### src/rtl/pwm_pkg.sv
// Shared constants and helpers for the multi-channel PWM generator.
package pwm_pkg;

   // Counting mode held in the mode register.
   localparam logic MODE_EDGE   = 1'b0;
   localparam logic MODE_CENTER = 1'b1;

   // Period counter direction.
   localparam logic DIR_UP   = 1'b0;
   localparam logic DIR_DOWN = 1'b1;

   // Upper bounds for the duty-extraction helper; callers zero-extend into these.
   localparam int DUTY_MAX_W     = 32;
   localparam int DUTY_BUS_MAX_W = 512;

   // Return the w-bit duty field of channel ch from a packed duty bus, zero-extended.
   function automatic logic [DUTY_MAX_W-1:0] duty_of(
      input logic [DUTY_BUS_MAX_W-1:0] bus,
      input int                        ch,
      input int                        w
   );
      logic [DUTY_MAX_W-1:0] res;
      res = {DUTY_MAX_W{1'b0}};
      for (int b = 0; b < DUTY_MAX_W; b++) begin
         if (b < w) begin
            res[b] = bus[ch * w + b];
         end else begin
            res[b] = 1'b0;
         end
      end
      return res;
   endfunction

endpackage

### src/rtl/pwm_multi_if.sv
// Software-facing bus of the PWM block: duty/mode programming, handshake and outputs.
interface pwm_multi_if #(
   parameter int CHANNELS   = 4,
   parameter int R          = 8,
   parameter int TIMER_BITS = 15
);

   logic [CHANNELS*(R+1)-1:0] duty;
   logic [TIMER_BITS-1:0]     final_value;
   logic                      center_mode;
   logic                      ready;
   logic                      done;
   logic                      period_start;
   logic [CHANNELS-1:0]       pwm_out;

   // Driver side (software / DMA / testbench).
   modport master (
      output duty,
      output final_value,
      output center_mode,
      output ready,
      input  done,
      input  period_start,
      input  pwm_out
   );

   // PWM block side.
   modport slave (
      input  duty,
      input  final_value,
      input  center_mode,
      input  ready,
      output done,
      output period_start,
      output pwm_out
   );

endinterface

### src/rtl/pwm_prescaler.sv
// Free-running prescaler: emits a one-clock step every final_value+1 clocks.
// A terminal count lowered below the running count steps at once, never wrapping.
module pwm_prescaler #(
   parameter int TIMER_BITS = 15
) (
   input  logic                  clk,
   input  logic                  reset,
   input  logic [TIMER_BITS-1:0] final_value,
   output logic                  step
);

   localparam logic [TIMER_BITS-1:0] CNT_ZERO = {TIMER_BITS{1'b0}};
   localparam logic [TIMER_BITS-1:0] CNT_ONE  = TIMER_BITS'(1);

   logic [TIMER_BITS-1:0] count_q;
   logic [TIMER_BITS-1:0] count_d;

   // Terminal-count compare uses >= so a shrinking final_value cannot cause a long stall.
   always_comb begin
      if (count_q >= final_value) begin
         step    = 1'b1;
         count_d = CNT_ZERO;
      end else begin
         step    = 1'b0;
         count_d = count_q + CNT_ONE;
      end
   end

   // Prescaler count register.
   always_ff @(posedge clk or posedge reset) begin
      if (reset) begin
         count_q <= CNT_ZERO;
      end else begin
         count_q <= count_d;
      end
   end

endmodule

### src/rtl/pwm_multi.sv
// Multi-channel PWM: shared prescaler and period counter, per-channel duty compare,
// edge- or center-aligned counting, duty/mode changes applied only at period boundaries.
module pwm_multi
   import pwm_pkg::*;
#(
   parameter int CHANNELS   = 4,
   parameter int R          = 8,
   parameter int TIMER_BITS = 15
) (
   input  logic       clk,
   input  logic       reset,
   pwm_multi_if.slave bus
);

   localparam logic [R-1:0] Q_ZERO = {R{1'b0}};
   localparam logic [R-1:0] Q_ONE  = R'(1);
   localparam logic [R-1:0] Q_MAX  = {R{1'b1}};

   logic         step;
   logic [R-1:0] q_q;
   logic [R-1:0] q_d;
   logic [R-1:0] q_next;
   logic         dir_q;
   logic         dir_d;
   logic         mode_q;
   logic         mode_d;
   logic         done_q;
   logic         done_d;
   logic         period_start_q;
   logic         period_start_d;
   logic         boundary;
   logic         load;

   logic [DUTY_BUS_MAX_W-1:0] duty_bus_wide;

   pwm_prescaler #(
      .TIMER_BITS (TIMER_BITS)
   ) u_prescaler (
      .clk         (clk),
      .reset       (reset),
      .final_value (bus.final_value),
      .step        (step)
   );

   // Count value the period counter would take on the next step.
   always_comb begin
      if ((mode_q == MODE_CENTER) && (dir_q == DIR_DOWN)) begin
         q_next = q_q - Q_ONE;
      end else begin
         q_next = q_q + Q_ONE;
      end
   end

   // Both modes return to zero exactly once per period, so that marks the boundary.
   assign boundary = step && (q_next == Q_ZERO);
   assign load     = boundary && bus.ready;

   // Period counter, direction, mode register and boundary strobes.
   always_comb begin
      q_d            = q_q;
      dir_d          = dir_q;
      mode_d         = mode_q;
      done_d         = 1'b0;
      period_start_d = 1'b0;
      if (step) begin
         q_d = q_next;
         if (boundary) begin
            mode_d         = bus.center_mode;
            dir_d          = DIR_UP;
            period_start_d = 1'b1;
            done_d         = bus.ready;
         end else if ((mode_q == MODE_CENTER) && (q_next == Q_MAX)) begin
            dir_d = DIR_DOWN;
         end else begin
            dir_d = dir_q;
         end
      end else begin
         q_d = q_q;
      end
   end

   // Shared counter state; reset leaves Q at all ones so the first step is a boundary.
   always_ff @(posedge clk or posedge reset) begin
      if (reset) begin
         q_q            <= Q_MAX;
         dir_q          <= DIR_UP;
         mode_q         <= MODE_EDGE;
         done_q         <= 1'b0;
         period_start_q <= 1'b0;
      end else begin
         q_q            <= q_d;
         dir_q          <= dir_d;
         mode_q         <= mode_d;
         done_q         <= done_d;
         period_start_q <= period_start_d;
      end
   end

   assign bus.done         = done_q;
   assign bus.period_start = period_start_q;

   assign duty_bus_wide = DUTY_BUS_MAX_W'(bus.duty);

   for (genvar i = 0; i < CHANNELS; i++) begin : g_ch
      logic [DUTY_MAX_W-1:0] duty_wide;
      logic [R:0]            duty_in;
      logic [R:0]            duty_q;
      logic [R:0]            duty_d;
      logic                  pwm_q;
      logic                  pwm_d;
      logic                  unused_duty_hi;

      assign duty_wide      = duty_of(duty_bus_wide, i, R + 1);
      assign duty_in        = duty_wide[R:0];
      assign unused_duty_hi = ^duty_wide[DUTY_MAX_W-1:R+1];

      // A duty loaded on this boundary already governs the first count of the new period.
      always_comb begin
         if (load) begin
            duty_d = duty_in;
         end else begin
            duty_d = duty_q;
         end
         if (step) begin
            pwm_d = ({1'b0, q_next} < duty_d);
         end else begin
            pwm_d = pwm_q;
         end
      end

      // Duty shadow and registered output for this channel.
      always_ff @(posedge clk or posedge reset) begin
         if (reset) begin
            duty_q <= {(R+1){1'b0}};
            pwm_q  <= 1'b0;
         end else begin
            duty_q <= duty_d;
            pwm_q  <= pwm_d;
         end
      end

      assign bus.pwm_out[i] = pwm_q;
   end

endmodule
### src/flat_wrapper.sv
// flat-port wrapper written by rule: the top's interface ports become plain ports
module pwm_multi_flat import pwm_pkg::*;
#(
   parameter int CHANNELS   = 4,
   parameter int R          = 8,
   parameter int TIMER_BITS = 15
)
  (clk, reset, bus_duty, bus_final_value, bus_center_mode, bus_ready, bus_done, bus_period_start, bus_pwm_out);
  pwm_multi_if #(.CHANNELS(CHANNELS), .R(R), .TIMER_BITS(TIMER_BITS)) bus_i ();
  input  logic clk;
  input  logic reset;
  input wire logic [$bits(bus_i.duty)-1:0] bus_duty;
  input wire logic [$bits(bus_i.final_value)-1:0] bus_final_value;
  input wire logic [$bits(bus_i.center_mode)-1:0] bus_center_mode;
  input wire logic [$bits(bus_i.ready)-1:0] bus_ready;
  output wire logic [$bits(bus_i.done)-1:0] bus_done;
  output wire logic [$bits(bus_i.period_start)-1:0] bus_period_start;
  output wire logic [$bits(bus_i.pwm_out)-1:0] bus_pwm_out;
  assign bus_i.duty = bus_duty;
  assign bus_i.final_value = bus_final_value;
  assign bus_i.center_mode = bus_center_mode;
  assign bus_i.ready = bus_ready;
  assign bus_done = bus_i.done;
  assign bus_period_start = bus_i.period_start;
  assign bus_pwm_out = bus_i.pwm_out;
  pwm_multi #(.CHANNELS(CHANNELS), .R(R), .TIMER_BITS(TIMER_BITS)) u_core (.clk(clk), .reset(reset), .bus(bus_i));
endmodule
### config.mk
export PLATFORM = sky130hd
export DESIGN_NAME = pwm_multi_flat
export DESIGN_NICKNAME = d
export VERILOG_FILES = /design/src/rtl/pwm_pkg.sv /design/src/rtl/pwm_multi_if.sv /design/src/rtl/pwm_prescaler.sv /design/src/rtl/pwm_multi.sv /design/src/flat_wrapper.sv
export SDC_FILE = /design/constraint.sdc
export NUM_CORES = 1
export LEC_CHECK = 0
export ABC_AREA = 1
export CORE_MARGIN = 2
export CORE_UTILIZATION = 60
export CTS_CLUSTER_SIZE = 40
export DETAILED_ROUTE_END_ITERATION = 7
export GPL_ROUTABILITY_DRIVEN = 0
export PLACE_DENSITY_LB_ADDON = 0.15
export SYNTH_ARGS = -nofsm -noshare
export SYNTH_HDL_FRONTEND = slang
export SYNTH_HIERARCHICAL = 1
export SYNTH_SLANG_ARGS = --single-unit
### constraint.sdc
create_clock -name clk -period 7.95 [get_ports clk]
set_clock_uncertainty 0.05 [all_clocks]
set_input_delay 1.9875 -clock clk [delete_from_list [all_inputs] [get_ports clk]]
set_output_delay 1.9875 -clock clk [all_outputs]
set_load 0.005 [all_outputs]
==> results.sh, run 1 <==
export IMPL_status="complete, no violations"
export IMPL_arrival_ns=6.28
export IMPL_p_clk_share_pct=31.7
export IMPL_path_max_fanout=64
export IMPL_die_area_mm2=0.00845
export IMPL_wl_per_cell_um=12.6
export IMPL_drc=0
export IMPL_syn_inst=623
export IMPL_dp_final_hpwl_mm=7.38
export IMPL_stdcell_area_mm2=0.00545
export IMPL_crit_path_start_kind="input pin"
export IMPL_synth_main_ff_cell="dfrtp_1"
export IMPL_first_pass_iters=6
export IMPL_p_int_mw=0.582
export IMPL_finalSetupTns_ns=0
export IMPL_drive_gt1_share_pct=8.78
export IMPL_leakagePower_nw=2.82
export IMPL_setup_violations=0
export IMPL_slew_viol_final=0
export IMPL_yosysTopAreaCellShare_pct=31.8
export IMPL_switching_share_pct=30.1
export IMPL_die_x_um=91.9
export IMPL_root_buffer="clkbuf_8"
export IMPL_avgSynthCellArea_um2=7.45
export IMPL_critPathSlowestCell="nand3_4"
export IMPL_max_slew_margin_rel_pct=36.5
export IMPL_seq_area_frac_synth_pct=36.3
export IMPL_yosys_warnings=6
export IMPL_yosysMostFrequentCell="nand2_1"
export IMPL_antenna_found_initial=0
export IMPL_crit_chain="clkdlybuf4s50_1 > inv_1 > ha_1 > nand2_1 > nor2_1 > nand2_1 > nor2_1 > nand2_1 > nand3_2 > nand2_1 > nor2_1 > nand3_2 > nor2_4 > nand3_4 > o21ai_1 > ha_1 > a21oi_1 > nor2_1 > a211oi_1 > nor2_1 > nor2_1 > nand2_1 > nand2_1"
export IMPL_post_cts_buffers=0
export IMPL_n_fill_cell=618
export IMPL_synth_area_mm2=0.00464
export IMPL_drtIter0Drc=225
export IMPL_synth_area_leaders="dfrtp_1 32%, ha_1 13%, nand2_1 12%"
export IMPL_synth_edf_count=0
export IMPL_cts_clk_slew_worst_paths_ns=0.07
export IMPL_cts_buffers=9
export IMPL_p_comb_share_pct=21.2
export IMPL_clock_fmax_mhz=165
export IMPL_row_count=32
export IMPL_gr_total_overflow=0
export IMPL_r2r_start="u_core/mode_q"
export IMPL_rsz0062_at_grt="no"
export IMPL_netSwitchingPower_mw=0.250
export IMPL_cp_end_kind="register"
export IMPL_grt_max_degree=65
export IMPL_die_y_um=91.9
export IMPL_hold_violations=0
export IMPL_ir_drop_mv=0.0893
export IMPL_ant_nets=0
export IMPL_synth_async_sr_flop_share_pct=100
export IMPL_clk_latency_ns=0.34
export IMPL_multi_input_area_mm2=0.00233
export IMPL_min_path_type="reg2reg"
export IMPL_portBuffers=60
export IMPL_synth_fp_nets=725
export IMPL_crit_type="in2reg"
export IMPL_slowest_delay_ns=0.58
export IMPL_ys_seq_elements=67
export IMPL_post_synth_most_frequent_cells="152 x nand2_1, 129 x inv_1, 59 x dfrtp_1"
export IMPL_finalWirelength_mm=9.90
export IMPL_core_area_mm2=0.00761
export IMPL_cts_max_path_buffers=2
export IMPL_area_delta_synth_final_pct=17.3
export IMPL_vias_per_cell=5.10
export IMPL_power_frac_seq_pct=47.1
export IMPL_maxCapViolCount=0
export IMPL_placement_cell_area_mm2=0.00526
export IMPL_ctsHoldBuffers=0
export IMPL_grt_pass1_wl_mm=17.3
export IMPL_track_usage_pct=25.4
export IMPL_report_power_total_mw=0.833
export IMPL_register_area_mm2=0.00169
export IMPL_fin_nets=780
export IMPL_post_route_min_period_ns=6.05
export IMPL_htreeDepth=3
export IMPL_cp_buffers_inverters=2
export IMPL_final_util_pct=71.6
export IMPL_min_delay_start="u_core/g_ch[3].duty_q[6]"
export IMPL_yosys_area_top_type="dfrtp_1"
export IMPL_tightest_slew_ns=0.946
export IMPL_pin_count=61
export IMPL_clkSinkCount=67
export IMPL_grt_pass1_vias=3998
export IMPL_tritoncts="built"
export IMPL_via_count=4007
export IMPL_post_route_period_util_pct=76.2
export IMPL_cp_top_family="simple AND/OR/NAND/NOR gates"
export IMPL_antenna_cells=0
export IMPL_ys_types=35
export IMPL_worstPathRequired_ns=8.17
export IMPL_initial_core_util_pct=61.0
export IMPL_cts_resized=0
export IMPL_crit_start="bus_final_value[14]"
export IMPL_power_per_cell_area_mw_per_mm2=153
-- worst paths after layout --
| kind | cells past startpoint | slack, ns | end |
|---|---|---|---|
| max in group asynchronous | 3 | 5.26 | u_core/bus.period_start |
| worst max register to register | 22 | 3.47 | u_core/g_ch[1].pwm_q |
| worst min register to register | 2 | 0.42 | u_core/g_ch[3].duty_q[6] |
| worst max-delay path | 23 | 1.90 | u_core/g_ch[3].pwm_q |
| min in group asynchronous | 2 | 2.02 | u_core/u_prescaler/count_q[4] |
| worst min-delay path | 2 | 0.42 | u_core/g_ch[3].duty_q[6] |
-- per-stage QoR --
stage	worst slack (ns)	cells	hold slack (ns)
2_1_floorplan	3.11	623	0.393
3_3_place_gp	1.79	769	0.406
3_5_place_dp	1.64	769	0.410
4_1_cts	1.93	785	0.427
5_1_grt	1.44	785	0.455
6_report	1.90	785	0.422
-- final cells by class --
type | instances | share of cell area (%)
multi-input combinational | 403 | 42.8
sequential | 67 | 31.0
timing repair buffer | 61 | 11.2
inverter | 136 | 9.38
clock buffer | 14 | 3.17
tap | 102 | 2.34
clock inverter | 2 | 0.184
-- tightest hold or removal path: stages (launching register included) --
cell and delay (ns):
dfrtp_1 0.32, nand2_1 0.06, o21ai_2 0.06
-- layout by cell type (no fill, tap or decap), types with 16 or more instances in the layout --
cell type,count
o21ai_1,18
ha_1,47
clkdlybuf4s50_1,60
nand2_1,152
inv_1,128
nand4_1,18
nand3_1,24
dfrtp_1,59
a21oi_1,16
nor2_1,56
-- per-layer routing --
layer	GRT usage [%]	wire, um	up-vias
li1	-	-	2035
met4	8.83	128	0
met5	0	0	-
met2	45.6	4980	109
met3	4.19	504	17
met1	31.0	4280	1846
-- state kept, by name (all words and copies together), names as in the netlist --
signal,count
u_core/bus.done,1
u_core/u_prescaler/count_q,15
u_core/g_ch.pwm_q,4
u_core/g_ch.duty_q,36
u_core/dir_q,1
u_core/q_q,8
u_core/bus.period_start,1
u_core/mode_q,1
-- power by group through the flow --
stage / Combinational (mW) / Sequential [mW] / Clock [mW]
after floorplan: 0.119 / 0.388 / 0
after global placement: 0.167 / 0.398 / 0
after detailed placement: 0.176 / 0.399 / 0
after CTS: 0.177 / 0.392 / 0.270
after global routing: 0.202 / 0.397 / 0.285
final: 0.177 / 0.392 / 0.264
-- logic make-up (layout without fill, tap and decap cells) --
family / after synthesis / in the layout / share of synthesized area [%]
buffers and inverters: 153 / 213 / 13.5
XOR/XNOR: 12 / 12 / 2.26
adder cells (fa/ha/maj): 47 / 47 / 12.7
AO/OA/AOI/OAI: 65 / 65 / 8.55
AND/OR/NAND/NOR: 279 / 279 / 26.7
flip-flops: 67 / 67 / 36.3
Note: power is estimated with default switching activity, not from simulation.
==> run 2: changes to the inputs <==
--- a/config.mk
+++ b/config.mk
@@ -7,7 +7,7 @@
 export LEC_CHECK = 0
 export ABC_AREA = 1
 export CORE_MARGIN = 2
-export CORE_UTILIZATION = 60
+export CORE_UTILIZATION = 56
 export CTS_CLUSTER_SIZE = 40
 export DETAILED_ROUTE_END_ITERATION = 7
 export GPL_ROUTABILITY_DRIVEN = 0
==> constraint.sdc (replaced) <==
create_clock -name clk -period 5.9 [get_ports clk]
set_clock_uncertainty 0.05 [all_clocks]
set_input_delay 1.475 -clock clk [delete_from_list [all_inputs] [get_ports clk]]
set_output_delay 1.475 -clock clk [all_outputs]
set_load 0.005 [all_outputs]
==> run 2 against run 1 <==
Effect of this change:
- sequential share of layout area down 0.13 points
- count of clock-buffer cells in the layout unchanged
- total power increased by 35%
- first-iteration DRC count down 32%
- critical path type unchanged
- largest power group unchanged
==> results.sh, run 2 (synthesized netlist as in run 1, its figures left out) <==
export IMPL_die_x_um=95.0
export IMPL_hold_path_end="u_core/g_ch[3].duty_q[6]"
export IMPL_crit_chain="clkdlybuf4s50_1 > inv_1 > ha_1 > nand2_1 > nor2_1 > nand2_1 > nor2_1 > nor2_1 > nand3_2 > nand2_1 > nor2_1 > nand3_2 > nor2_4 > nand3_4 > o21ai_1 > ha_1 > a21oi_1 > nor2_1 > a211oi_1 > nor2_1 > nor2_1 > nand2_1 > nand2_1"
export IMPL_row_count=33
export IMPL_core_area_mm2=0.00813
export IMPL_gr_total_overflow=0
export IMPL_finalWirelength_mm=9.98
export IMPL_drive_gt1_share_pct=9.05
export IMPL_leakagePower_nw=2.83
export IMPL_post_place_ws_ns=0.576
export IMPL_holdWs_ns=0.426
export IMPL_cpMostUsedCell="nor2_1"
export IMPL_tritoncts="built"
export IMPL_clkSinkCount=67
export IMPL_drc=0
export IMPL_ir_drop_mv=0.162
export IMPL_worstPathRequired_ns=6.13
export IMPL_grt_use_met2_pct=43.1
export IMPL_clk_latency_ns=0.35
export IMPL_reg2reg_to="u_core/g_ch[3].pwm_q"
export IMPL_cts_clk_slew_worst_paths_ns=0.07
export IMPL_die_y_um=95.0
export IMPL_track_usage_pct=23.9
export IMPL_grtUsageMet1_pct=28.6
export IMPL_grt_pass1_wl_mm=16.8
export IMPL_dp_final_hpwl_mm=7.44
export IMPL_htreeDepth=3
export IMPL_initial_core_util_pct=57.1
export IMPL_final_common_cell="nand2_1"
export IMPL_top_register="u_core/g_ch.duty_q"
export IMPL_critPathSlowestCell="nand3_4"
export IMPL_ff2ff_path_depth=21
export IMPL_cts_buffers=9
export IMPL_slowest_delay_ns=0.56
export IMPL_reg_top3="u_core/g_ch.duty_q: 36 flops, u_core/u_prescaler/count_q: 15 flops, u_core/q_q: 8 flops"
export IMPL_largest_reg_flops=36
export IMPL_antenna_found_initial=0
export IMPL_slew_viol_final=0
export IMPL_power_per_cell_area_mw_per_mm2=206
export IMPL_post_route_period_util_pct=84.5
export IMPL_wl_per_cell_um=12.6
export IMPL_setup_slack_ns=0.915
export IMPL_vias_per_cell=5.05
export IMPL_path_max_fanout=61
export IMPL_drtIter0Drc=153
export IMPL_grt_pass1_vias=3952
export IMPL_rsz0062_at_grt="no"
export IMPL_ctsHoldBuffers=0
export IMPL_portBuffers=60
export IMPL_post_cts_buffers=0
export IMPL_arrival_ns=5.21
export IMPL_ant_nets=0
export IMPL_antenna_cells=0
export IMPL_via_count=3993
export IMPL_maxCapViolCount=0
export IMPL_grt_max_degree=62
export IMPL_cp_buffers_inverters=2
export IMPL_max_slew_margin_rel_pct=52.6
export IMPL_area_delta_synth_final_pct=17.8
export IMPL_r2r_start="u_core/mode_q"
export IMPL_clock_fmax_mhz=201
export IMPL_final_util_pct=67.2
export IMPL_final_cell_mix="152 x nand2_1, 128 x inv_1, 60 x clkdlybuf4s50_1"
export IMPL_crit_path_start_kind="input pin"
export IMPL_post_route_min_period_ns=4.99
export IMPL_min_delay_path_depth=2
export IMPL_grt_busiest_layer="met2"
export IMPL_fin_nets=783
export IMPL_crit_type="in2reg"
export IMPL_setup_violations=0
export IMPL_root_buffer="clkbuf_8"
export IMPL_tightest_slew_ns=0.711
export IMPL_hold_violations=0
export IMPL_pin_count=61
export IMPL_cp_end_kind="register"
export IMPL_status="complete, no violations"
export IMPL_min_delay_start="u_core/g_ch[3].duty_q[6]"
export IMPL_die_area_mm2=0.00903
export IMPL_min_path_type="reg2reg"
export IMPL_cp_top_family="simple AND/OR/NAND/NOR gates"
export IMPL_cts_resized=0
export IMPL_worst_r2r_setup_slack_ns=1.78
export IMPL_finalSetupTns_ns=0
export IMPL_met3_usage_pct=4.27
export IMPL_cts_max_path_buffers=2
export IMPL_first_pass_iters=5
-- run 2: layout make-up --
class / instances / area [um^2]
well taps: 105 / 131
inverters: 136 / 510
clock buffers: 14 / 173
fillers: 681 / 2670
clock inverters: 1 / 7.51
repair buffers: 64 / 631
multi-input cells: 403 / 2330
flip-flops and latches: 67 / 1690
-- run 2: report_power, final --
group          total (mW)  leakage [nW]  switching (mW)  internal, mW
combinational       0.241          2.02           0.132         0.109
sequential          0.528         0.716          0.0373         0.491
clock               0.355        0.0888           0.170         0.185
total                1.12          2.83           0.340         0.785
-- run 2: per-stage QoR --
stage	cell area (um^2)	instances	power (mW)
final	5470	790	1.12
after global routing	5470	790	1.19
after CTS	5470	790	1.13
after detailed placement	5290	775	0.775
after global placement	5290	775	0.766
after floorplan	4640	623	0.683
-- run 2: worst max-delay path by stage --
stage                                    from                   end  slack [ns]  cells past startpoint
after floorplan           bus_final_value[14]  u_core/g_ch[0].pwm_q        1.58                     24
after global placement    bus_final_value[14]  u_core/g_ch[0].pwm_q        0.66                     23
after detailed placement  bus_final_value[14]  u_core/g_ch[0].pwm_q        0.58                     23
after CTS                 bus_final_value[14]  u_core/g_ch[3].pwm_q        0.92                     23
after global routing      bus_final_value[14]  u_core/g_ch[1].pwm_q        0.47                     24
final                     bus_final_value[14]  u_core/g_ch[3].pwm_q        0.91                     23
-- run 2: tightest hold or removal path: stages, from the launching register on --
cell     delay, ns
dfrtp_1       0.33
nand2_1       0.06
o21ai_2       0.06
-- run 2: per-layer routing --
metal  vias to the layer above  share of wire, %  wire length, um
li1                       2046                 -                -
met1                      1821                44             4370
met2                       108                50             4980
met3                        18               4.6              460
met4                         0               1.7              170
met5                         -                 0                0
